[src/rtl/stats_scheduler_if.sv]
// Bundle of the window input, result output and the two statistics-unit ports
// around stats_scheduler. The scheduler uses the slave view; its environment uses the master view.
interface stats_scheduler_if #(
    parameter int SIZE = 512
);
    logic [SIZE-1:0] in_values;
    logic            in_valid;
    logic            in_ready;

    logic [7:0]      out_mean;
    logic [7:0]      out_var;
    logic            out_error;
    logic            out_valid;
    logic            out_ready;

    logic            mean_rst;
    logic [SIZE-1:0] mean_values;
    logic            mean_in_valid;
    logic [7:0]      mean_value;
    logic            mean_out_valid;

    logic            var_rst;
    logic [SIZE-1:0] var_values;
    logic [7:0]      var_mean;
    logic            var_in_valid;
    logic [7:0]      var_value;
    logic            var_out_valid;

    modport slave (
        input  in_values, in_valid, out_ready,
               mean_value, mean_out_valid,
               var_value, var_out_valid,
        output in_ready,
               out_mean, out_var, out_error, out_valid,
               mean_rst, mean_values, mean_in_valid,
               var_rst, var_values, var_mean, var_in_valid
    );

    modport master (
        output in_values, in_valid, out_ready,
               mean_value, mean_out_valid,
               var_value, var_out_valid,
        input  in_ready,
               out_mean, out_var, out_error, out_valid,
               mean_rst, mean_values, mean_in_valid,
               var_rst, var_values, var_mean, var_in_valid
    );
endinterface

[src/rtl/stats_scheduler.sv]
// Sequences one pixel window through an external mean unit and then a variance unit,
// with a per-unit response timeout, and presents the pair of results on a valid/ready port.
module stats_scheduler #(
    parameter int SIZE    = 512,
    parameter int TIMEOUT = 1023
) (
    input  logic                   clk,
    input  logic                   rst,
    stats_scheduler_if.slave       bus,
    output logic                   busy,
    output logic [15:0]            job_count
);

    localparam int CNT_W = (TIMEOUT < 2) ? 1 : $clog2(TIMEOUT + 1);
    localparam logic [CNT_W-1:0] TIMEOUT_C = CNT_W'(TIMEOUT);

    typedef enum logic [2:0] {
        IDLE,
        CLEAR,
        MEAN_START,
        MEAN_WAIT,
        VAR_START,
        VAR_WAIT,
        OUTPUT
    } state_t;

    state_t          state;
    state_t          state_next;

    logic [SIZE-1:0] window_buf;
    logic [7:0]      mean_reg;
    logic [7:0]      var_reg;
    logic            err_reg;
    logic [CNT_W-1:0] wait_cnt;

    logic            accept;
    logic            mean_hit;
    logic            var_hit;
    logic            mean_timeout;
    logic            var_timeout;
    logic            handshake;

    // NOTE: every signal written here gets a default first, so no path leaves one
    // unassigned and no latch is inferred.
    always_comb begin
        state_next   = state;
        accept       = 1'b0;
        mean_hit     = 1'b0;
        var_hit      = 1'b0;
        mean_timeout = 1'b0;
        var_timeout  = 1'b0;
        handshake    = 1'b0;

        case (state)
            IDLE: begin
                if (bus.in_valid) begin
                    accept     = 1'b1;
                    state_next = CLEAR;
                end
            end
            CLEAR:      state_next = MEAN_START;
            MEAN_START: state_next = MEAN_WAIT;
            MEAN_WAIT: begin
                // A response arriving on the timeout cycle still counts as success.
                if (bus.mean_out_valid) begin
                    mean_hit   = 1'b1;
                    state_next = VAR_START;
                end else if (wait_cnt == TIMEOUT_C) begin
                    mean_timeout = 1'b1;
                    state_next   = OUTPUT;
                end
            end
            VAR_START:  state_next = VAR_WAIT;
            VAR_WAIT: begin
                if (bus.var_out_valid) begin
                    var_hit    = 1'b1;
                    state_next = OUTPUT;
                end else if (wait_cnt == TIMEOUT_C) begin
                    var_timeout = 1'b1;
                    state_next  = OUTPUT;
                end
            end
            OUTPUT: begin
                if (bus.out_ready) begin
                    handshake  = 1'b1;
                    state_next = IDLE;
                end
            end
            default:    state_next = IDLE;
        endcase
    end

    // Unit resets follow the block reset combinationally so an abandoned job
    // also clears whatever the units were working on.
    always_comb begin
        bus.in_ready      = (state == IDLE);
        bus.out_valid     = (state == OUTPUT);
        bus.mean_in_valid = (state == MEAN_START);
        bus.var_in_valid  = (state == VAR_START);
        bus.mean_rst      = !rst || (state == CLEAR);
        bus.var_rst       = !rst || (state == CLEAR);
        busy              = (state != IDLE);
    end

    assign bus.mean_values = window_buf;
    assign bus.var_values  = window_buf;
    assign bus.var_mean    = mean_reg;
    assign bus.out_mean    = mean_reg;
    assign bus.out_var     = var_reg;
    assign bus.out_error   = err_reg;

    // NOTE: sequential state uses non-blocking assignments so every register
    // samples the values from before the edge, independent of statement order.
    always_ff @(posedge clk) begin
        if (!rst) begin
            state <= IDLE;
        end else begin
            state <= state_next;
        end
    end

    // NOTE: the window buffer is an ordinary register, not a memory array, so it
    // is cleared by reset like the rest of the datapath.
    always_ff @(posedge clk) begin
        if (!rst) begin
            window_buf <= '0;
            mean_reg   <= '0;
            var_reg    <= '0;
            err_reg    <= 1'b0;
            wait_cnt   <= '0;
            job_count  <= '0;
        end else begin
            if (accept) begin
                window_buf <= bus.in_values;
            end

            if (mean_hit) begin
                mean_reg <= bus.mean_value;
            end

            if (var_hit) begin
                var_reg <= bus.var_value;
                err_reg <= 1'b0;
            end

            // A mean timeout leaves neither result valid; a variance timeout keeps the mean.
            if (mean_timeout) begin
                mean_reg <= '0;
                var_reg  <= '0;
                err_reg  <= 1'b1;
            end

            if (var_timeout) begin
                var_reg <= '0;
                err_reg <= 1'b1;
            end

            // The counter reads 0 during a START cycle and then counts cycles since it.
            if (state_next == MEAN_START || state_next == VAR_START) begin
                wait_cnt <= '0;
            end else if ((state == MEAN_START || state == MEAN_WAIT ||
                          state == VAR_START  || state == VAR_WAIT) &&
                         wait_cnt != TIMEOUT_C) begin
                wait_cnt <= wait_cnt + CNT_W'(1);
            end

            if (handshake) begin
                job_count <= job_count + 16'd1;
            end
        end
    end

endmodule

[src/flat_wrapper.sv]
// flat-port wrapper written by rule: the top's interface ports become plain ports
module stats_scheduler_flat 
#(
    parameter int SIZE    = 512,
    parameter int TIMEOUT = 1023
)
  (clk, rst, busy, job_count, bus_in_values, bus_in_valid, bus_out_ready, bus_mean_value, bus_mean_out_valid, bus_var_value, bus_var_out_valid, bus_in_ready, bus_out_mean, bus_out_var, bus_out_error, bus_out_valid, bus_mean_rst, bus_mean_values, bus_mean_in_valid, bus_var_rst, bus_var_values, bus_var_mean, bus_var_in_valid);
  stats_scheduler_if #(.SIZE(SIZE)) bus_i ();
  input  logic clk;
  input  logic rst;
  output logic busy;
  output logic [15:0] job_count;
  input wire logic [$bits(bus_i.in_values)-1:0] bus_in_values;
  input wire logic [$bits(bus_i.in_valid)-1:0] bus_in_valid;
  input wire logic [$bits(bus_i.out_ready)-1:0] bus_out_ready;
  input wire logic [$bits(bus_i.mean_value)-1:0] bus_mean_value;
  input wire logic [$bits(bus_i.mean_out_valid)-1:0] bus_mean_out_valid;
  input wire logic [$bits(bus_i.var_value)-1:0] bus_var_value;
  input wire logic [$bits(bus_i.var_out_valid)-1:0] bus_var_out_valid;
  output wire logic [$bits(bus_i.in_ready)-1:0] bus_in_ready;
  output wire logic [$bits(bus_i.out_mean)-1:0] bus_out_mean;
  output wire logic [$bits(bus_i.out_var)-1:0] bus_out_var;
  output wire logic [$bits(bus_i.out_error)-1:0] bus_out_error;
  output wire logic [$bits(bus_i.out_valid)-1:0] bus_out_valid;
  output wire logic [$bits(bus_i.mean_rst)-1:0] bus_mean_rst;
  output wire logic [$bits(bus_i.mean_values)-1:0] bus_mean_values;
  output wire logic [$bits(bus_i.mean_in_valid)-1:0] bus_mean_in_valid;
  output wire logic [$bits(bus_i.var_rst)-1:0] bus_var_rst;
  output wire logic [$bits(bus_i.var_values)-1:0] bus_var_values;
  output wire logic [$bits(bus_i.var_mean)-1:0] bus_var_mean;
  output wire logic [$bits(bus_i.var_in_valid)-1:0] bus_var_in_valid;
  assign bus_i.in_values = bus_in_values;
  assign bus_i.in_valid = bus_in_valid;
  assign bus_i.out_ready = bus_out_ready;
  assign bus_i.mean_value = bus_mean_value;
  assign bus_i.mean_out_valid = bus_mean_out_valid;
  assign bus_i.var_value = bus_var_value;
  assign bus_i.var_out_valid = bus_var_out_valid;
  assign bus_in_ready = bus_i.in_ready;
  assign bus_out_mean = bus_i.out_mean;
  assign bus_out_var = bus_i.out_var;
  assign bus_out_error = bus_i.out_error;
  assign bus_out_valid = bus_i.out_valid;
  assign bus_mean_rst = bus_i.mean_rst;
  assign bus_mean_values = bus_i.mean_values;
  assign bus_mean_in_valid = bus_i.mean_in_valid;
  assign bus_var_rst = bus_i.var_rst;
  assign bus_var_values = bus_i.var_values;
  assign bus_var_mean = bus_i.var_mean;
  assign bus_var_in_valid = bus_i.var_in_valid;
  stats_scheduler #(.SIZE(SIZE), .TIMEOUT(TIMEOUT)) u_core (.clk(clk), .rst(rst), .bus(bus_i), .busy(busy), .job_count(job_count));
endmodule
[config.mk]
export PLATFORM = sky130hd
export DESIGN_NAME = stats_scheduler_flat
export DESIGN_NICKNAME = d
export VERILOG_FILES = /design/src/rtl/stats_scheduler_if.sv /design/src/rtl/stats_scheduler.sv /design/src/flat_wrapper.sv
export SDC_FILE = /design/constraint.sdc
export NUM_CORES = 1
export LEC_CHECK = 0
export CAP_MARGIN = 20
export CORE_AREA = 2 2 626 628
export DETAILED_ROUTE_END_ITERATION = 8
export DIE_AREA = 0 0 628 630
export GPL_TIMING_DRIVEN = 0
export HOLD_SLACK_MARGIN = 0.1
export PLACE_DENSITY = 0.32
export SLEW_MARGIN = 20
export SYNTH_ARGS = -nofsm -noshare
export SYNTH_HDL_FRONTEND = slang
export SYNTH_SLANG_ARGS = --single-unit
[constraint.sdc]
create_clock -name clk -period 3.6 [get_ports clk]
set_clock_uncertainty 0.1 [all_clocks]
set_input_delay 0.36 -clock clk [delete_from_list [all_inputs] [get_ports clk]]
set_output_delay 0.36 -clock clk [all_outputs]
set_load 0.01 [all_outputs]
==> flow_metrics.py, run 1 <==
metrics = {
    "worst_setup_path": {
        "cp.required_ns": 3.14,
        "path_max_fanout": 10,
        "cp-end-kind": "output pin",
        "rr_startpoint": "u_core.state[1]",
        "rrSetupSlack_ns": 0.68,
        "reg2reg_depth": 7,
        "reg2reg_to": "u_core.bus.mean_values[484]",
        "crit_type": "register to output pin",
        "startpoint": "u_core.state[1]",
        "start_kind": "register",
        "cp-endpoint": "bus_mean_in_valid",
        "worstPathArrival_ns": 2.79,
    },
    "sta": {
        "worstMarginPinSlew_ns": 1.06,
        "finalCritPeriodShare_pct": 90.2,
        "maxSlewViolCount": 0,
        "hold_viol": 0,
        "whs_ns": 0.192,
        "rsz0062_at_grt": "no",
        "period_minus_slack_ns": 3.25,
        "setup_violations": 0,
        "slew-limit-headroom_pct": 29.4,
        "fmax_mhz": 308,
    },
    "power_and_ir_drop": {
        "switching_share_pct": 33.3,
        "power.switching_w": 0.00759,
        "p_leak_nw": 19.5,
        "power.internal_w": 0.0152,
        "p_comb_share_pct": 28.7,
        "pwr-share-clk_pct": 39.3,
        "p_per_area_nw_per_um2": 421,
        "ir_drop_mv": 0.307,
        "p_seq_share_pct": 32.0,
    },
    "grt": {
        "track_usage_pct": 14.0,
        "grt_pass1_wl_um": 355000,
        "overflow": 0,
        "grt_pass1_vias": 30100,
        "grt_max_degree": 14,
        "antenna_found_initial": 57,
    },
    "synthesis": {
        "synth_top_family_by_area": "buffers and inverters",
        "synthFlopType": "dfxtp_1",
        "synth_compound_area_share_pct": 12.0,
        "avgSynthCellArea_um2": 7.83,
        "synthSimpleGateAreaFrac_pct": 19.1,
        "synth-edff-count": 0,
        "ys_top_cells_by_area": "dfxtp_1, buf_4, nand2_1, a21oi_1, clkbuf_1",
        "synth.distinct_cells": 43,
        "ys_async_sr_fraction_pct": 0,
        "synth_nets": 3530,
        "synth_seq_cells": 558,
        "yosysTopAreaCell": "dfxtp_1",
        "yosys_warnings": 0,
        "synth_cells": 2994,
        "synthMuxAreaShare_pct": 0.0427,
        "yosysSeqAreaShare_pct": 47.7,
        "synth_area_um2": 23400,
        "yosys.area.top_type_share_pct": 47.7,
        "synth_xor_area_share_pct": 0.635,
        "yosys.area_share.adder_pct": 0.107,
    },
    "drt": {
        "via_per_inst": 2.76,
        "ant_nets": 0,
        "first_iter_violations": 1499,
        "routed_wl_um": 287000,
        "vias": 28900,
        "wl_per_cell_um": 27.4,
        "first_pass_iters": 5,
        "post-route-drc-count": 0,
    },
    "worst_hold_path": {
        "hold_path.class": "primary input to register",
    },
    "floorplan": {
        "ios": 1606,
        "die_y_um": 630,
        "rows": 229,
        "start_util_pct": 6.04,
        "die_w_um": 628,
        "core_um2": 388000,
        "dieArea_um2": 396000,
    },
    "layout": {
        "final_common_cell": "clkdlybuf4s50_1",
        "drive_gt1_share_pct": 14.1,
        "syn_to_final_growth_pct": 131,
        "mostFrequentLayoutCells": "clkdlybuf4s50_1, nand2_1, buf_4",
        "nNetsFinal": 5744,
        "fin_area_um2": 54200,
        "stdcell_count": 10500,
    },
    "run": {
        "drv_cap": 0,
    },
    "clocking": {
        "cts.sinks": 558,
        "clock_latency_ns": 0.81,
        "cts_tree": "yes",
        "htreeDepth": 3,
        "clk_path_buf_depth": 4,
        "post_cts_buffers": 0,
        "cts-root-buf": "clkbuf_16",
        "numCtsBuffers": 86,
        "clkTransAtPathRegs_ns": 0.06,
    },
    "status": {
        "status": "complete, no violations",
    },
    "place": {
        "dp_hpwl_um": 258000,
        "io_buffers": 1604,
        "placed_area_um2": 46100,
        "placed_cells": 9798,
        "gp_congestion": 0.863,
    },
}
## power groups by stage
stage / Clock (W) / Combinational (W) / Sequential, W
final: 0.00898 / 0.00654 / 0.00730
after global routing: 0.00957 / 0.00703 / 0.00736
after CTS: 0.00943 / 0.00684 / 0.00733
after detailed placement: 0 / 0.00625 / 0.00745
after global placement: 0 / 0.00626 / 0.00745
after floorplan: 0 / 0.00182 / 0.00725
## flip-flops by register name (all words and copies together), names as in the netlist
register and cells:
u_core.bus.out_mean 8, u_core.bus.mean_values 512, u_core.job_count 16, u_core.wait_cnt 10, u_core.state 3, u_core.bus.out_var 8
u_core.bus.out_error 1
## critical path, stage by stage, from the launching register on
cell and delay (ns):
dfxtp_1 0.30, buf_4 0.15, clkbuf_1 0.45, nor3b_1 0.28, clkdlybuf4s50_1 0.79
## cell type report
| class | count | area [µm²] |
|---|---|---|
| Timing Repair Buffer | 2126 | 21300 |
| Inverter | 3 | 11.3 |
| Tap cell | 5197 | 6500 |
| Clock buffer | 122 | 2530 |
| Clock inverter | 26 | 388 |
| Antenna cell | 27 | 67.6 |
| Multi-Input combinational cell | 1729 | 7500 |
| Sequential cell | 558 | 11200 |
| Fill cell | 44500 | 334000 |
| Buffer | 704 | 4790 |
## per-stage QoR
step / worst slack, ns / TNS, ns / total power, W / util [%]
6_report: 0.353 / 0 / 0.0228 / 14.0
5_1_grt: 0.0576 / 0 / 0.0240 / 14.0
4_1_cts: 0.00515 / 0 / 0.0236 / 14.0
3_5_place_dp: 0.211 / 0 / 0.0137 / 11.9
3_3_place_gp: -1.75 / -698.28 / 0.0137 / 11.8
2_1_floorplan: 1.71 / 0 / 0.00907 / -
## worst min path at each step
stage               depth (start not counted)                  start  slack, ns                          end
floorplan                                   2     u_core.wait_cnt[1]       0.35           u_core.wait_cnt[1]
global placement                            2  u_core.bus.out_var[2]       0.35        u_core.bus.out_var[2]
detailed placement                          2  u_core.bus.out_var[2]       0.35        u_core.bus.out_var[2]
CTS                                         3     bus_in_values[310]       0.10  u_core.bus.mean_values[310]
global route                                3     bus_in_values[310]       0.14  u_core.bus.mean_values[310]
finish                                      3     bus_in_values[298]       0.19  u_core.bus.mean_values[298]
## cells in the mapped netlist, drive strengths merged, types with 6 or more instances
cell type,n
a21oi,540
and2,6
buf,585
clkbuf,119
dfxtp,558
nand2,1076
nand3,12
nand4,9
nor2,20
o21ai,9
xor2,15
## routing by layer
metal  GRT usage (%)  vias to the layer above  wire (µm)  share of wire (%)
met5               0                        -         48              0.017
met1            14.3                    14000     103000                 36
met3            6.53                      225      30000                 10
met2            25.3                     1139     146000                 51
li1                -                    13600          -                  -
met4            3.64                        8       7820                2.7
## what timing repair did
action | CTS | global route
setup endpoints to repair | 1 | 0
gates resized for setup | 1 | 0
hold endpoints to repair | 524 | 0
hold buffers | 519 | 0
## logic make-up after synthesis
| logic type | Yosys count |
|---|---|
| DFF | 558 |
| AOI/OAI and AO/OA | 557 |
| xor gates and xnor gates | 17 |
| and+or+nand+nor | 1152 |
| muxes | 1 |
| adders and majority gates | 2 |
| buffers and inverters | 707 |
(Power assumes the default switching activity.)
==> run 2: changes to the inputs <==
--- a/config.mk
+++ b/config.mk
@@ -6,12 +6,12 @@
 export NUM_CORES = 1
 export LEC_CHECK = 0
 export CAP_MARGIN = 20
-export CORE_AREA = 2 2 626 628
+export CORE_AREA = 2 2 616 618
 export DETAILED_ROUTE_END_ITERATION = 8
-export DIE_AREA = 0 0 628 630
+export DIE_AREA = 0 0 618 620
 export GPL_TIMING_DRIVEN = 0
 export HOLD_SLACK_MARGIN = 0.1
-export PLACE_DENSITY = 0.32
+export PLACE_DENSITY = 0.33
 export SLEW_MARGIN = 20
 export SYNTH_ARGS = -nofsm -noshare
 export SYNTH_HDL_FRONTEND = slang
==> run 2 against run 1 <==
Compared with the run above: total power shrank 1.7%; core utilization grew 0.30 points; hold slack lost 0.023 ns; register-to-register slack lost 0.29 ns; final area shrank 0.77%; sequential share of layout area grew 0.16 points; largest power group unchanged; critical path type unchanged.
==> flow_metrics.py, run 2 (same netlist as run 1, synthesis figures left out) <==
metrics = {
    "floorplan": {
        "ios": 1606,
        "die_w_um": 618,
        "die_y_um": 620,
        "start_util_pct": 6.21,
        "rows": 226,
        "core_um2": 377000,
        "dieArea_um2": 383000,
    },
    "sta": {
        "setup_violations": 0,
        "setup_ws_ns": 0.211,
        "hold_viol": 0,
        "worstMarginPinSlew_ns": 1.14,
        "fmax_mhz": 295,
        "finalCritPeriodShare_pct": 94.1,
        "maxSlewViolCount": 0,
        "rsz0062_at_grt": "no",
        "period_minus_slack_ns": 3.39,
        "slew-limit-headroom_pct": 23.6,
    },
    "clocking": {
        "cts-root-buf": "clkbuf_16",
        "clk_path_buf_depth": 4,
        "clkTransAtPathRegs_ns": 0.05,
        "numCtsBuffers": 84,
        "htreeDepth": 3,
        "cts_tree": "yes",
        "clock_latency_ns": 0.80,
        "cts.sinks": 558,
    },
    "layout": {
        "mostFrequentLayoutCells": "clkdlybuf4s50_1, nand2_1, buf_4",
        "largest_register_ffs": 512,
        "multi_input_area_um2": 7500,
        "final_common_cell": "clkdlybuf4s50_1",
        "drive_gt1_share_pct": 13.8,
        "nNetsFinal": 5743,
        "syn_to_final_growth_pct": 130,
        "seq_area_um2": 11200,
        "nFillCells": 43100,
    },
    "worst_setup_path": {
        "cp_top_family": "buffers and inverters",
        "start_kind": "register",
        "cp_slowest_stage_delay_ns": 0.94,
        "path_buf_inv": 4,
        "path_max_fanout": 10,
        "path_cells": "buf_6 -> clkbuf_1 -> o21ai_1 -> buf_4 -> clkdlybuf4s50_1",
        "cp-end-kind": "output pin",
        "slowest_stage": "clkdlybuf4s50_1",
        "cp.required_ns": 3.14,
        "crit_type": "register to output pin",
        "worstPathArrival_ns": 2.93,
    },
    "grt": {
        "grt_pass1_wl_um": 365000,
        "grt_max_degree": 12,
        "grtUsageMet3_pct": 7.28,
        "antenna_found_initial": 65,
        "grt-busiest-layer": "met2",
        "grt_util_met2_pct": 26.7,
        "track_usage_pct": 15.1,
        "met1_usage_pct": 16.3,
        "overflow": 0,
        "grt_pass1_vias": 29700,
    },
    "power_and_ir_drop": {
        "p_seq_share_pct": 32.6,
        "pwr-share-clk_pct": 37.6,
        "p_comb_share_pct": 29.8,
        "p_leak_nw": 19.4,
        "power_w": 0.0224,
        "ir_drop_mv": 0.293,
        "p_per_area_nw_per_um2": 417,
        "switching_share_pct": 34.0,
        "power.switching_w": 0.00763,
        "power.internal_w": 0.0148,
    },
    "worst_hold_path": {
        "hold_path.class": "primary input to register",
    },
    "drt": {
        "via_per_inst": 2.82,
        "routed_wl_um": 302000,
        "first_iter_violations": 1446,
        "first_pass_iters": 5,
        "ant_nets": 0,
        "vias": 29000,
        "post-route-drc-count": 0,
        "wl_per_cell_um": 29.3,
    },
    "place": {
        "dp_hpwl_um": 274000,
        "pre_cts_slack_ns": -0.105,
        "io_buffers": 1604,
        "gp_congestion": 0.838,
    },
    "run": {
        "drv_cap": 0,
    },
    "status": {
        "status": "complete, no violations",
    },
}
## run 2: changes by cell type in the layout (fill, tap and decap cells not counted), sizes merged
cell,before,now
diode,27,14
clkinv,9,11
bufinv,8,5
clkinvlp,7,2
buf,591,590
clkbuf,241,244
clkdlybuf4s50,1601,1603
inv,5,6
## run 2: stage by stage
step                area (µm²)  hold WS, ns  std cells  utilization (%)  TNS, ns
global placement         45800        0.349       9614             12.1  -608.54
CTS                      53800        0.104      10300             14.3        0
global route             53800        0.142      10300             14.3        0
detailed placement       45900        0.356       9618             12.2    -1.06
finish                   53800        0.169      10300             14.3        0
floorplan                23400        0.349       2994                -        0
## run 2: cell type report
cell class / count / share of cell area, %
Multi-Input combinational cell: 1729 / 13.9
Clock buffer: 125 / 4.53
Buffer: 704 / 8.91
Antenna cell: 14 / 0.0651
Timing Repair Buffer: 2127 / 39.7
Inverter: 3 / 0.0209
Clock inverter: 21 / 0.479
Tap cell: 5016 / 11.7
Sequential cell: 558 / 20.8
## run 2: worst min-delay path, delay by kind of cell
| family | cells | cell delay (ns) |
|---|---|---|
| buffers and inverters | 1 | 0.47 |
| AND/OR/NAND/NOR | 1 | 0.10 |
| AO/OA/AOI/OAI | 1 | 0.06 |
## run 2: timing repair
item | CTS | global route
hold endpoints to repair | 530 | 0
setup buffers | 0 | 0
setup endpoints to repair | 29 | 0
resized for setup | 3 | 0
hold buffers | 519 | 0
## run 2: path summary, 6_finish.rpt
path                             start  depth (start not counted)  slack [ns]                     endpoint
hold / removal      bus_in_values[511]                          3        0.17  u_core.bus.mean_values[511]
setup / recovery       u_core.state[2]                          5        0.21                  bus_var_rst
hold reg to reg   u_core.bus.out_error                          2        0.37         u_core.bus.out_error
setup reg to reg       u_core.state[1]                          8        0.39   u_core.bus.mean_values[10]
## run 2: per-layer routing
metal,routed length (µm),vias up
met5,186,-
met1,113000,14000
met2,149000,1156
met4,5990,10
met3,33400,232
li1,-,13600
## run 2: power groups by stage
stage               Sequential, W  Combinational, W  Clock [W]
floorplan                 0.00725           0.00182          0
global placement          0.00748           0.00636          0
detailed placement        0.00748           0.00636          0
CTS                       0.00736           0.00694    0.00881
global route              0.00738           0.00715    0.00896
finish                    0.00732           0.00668    0.00843
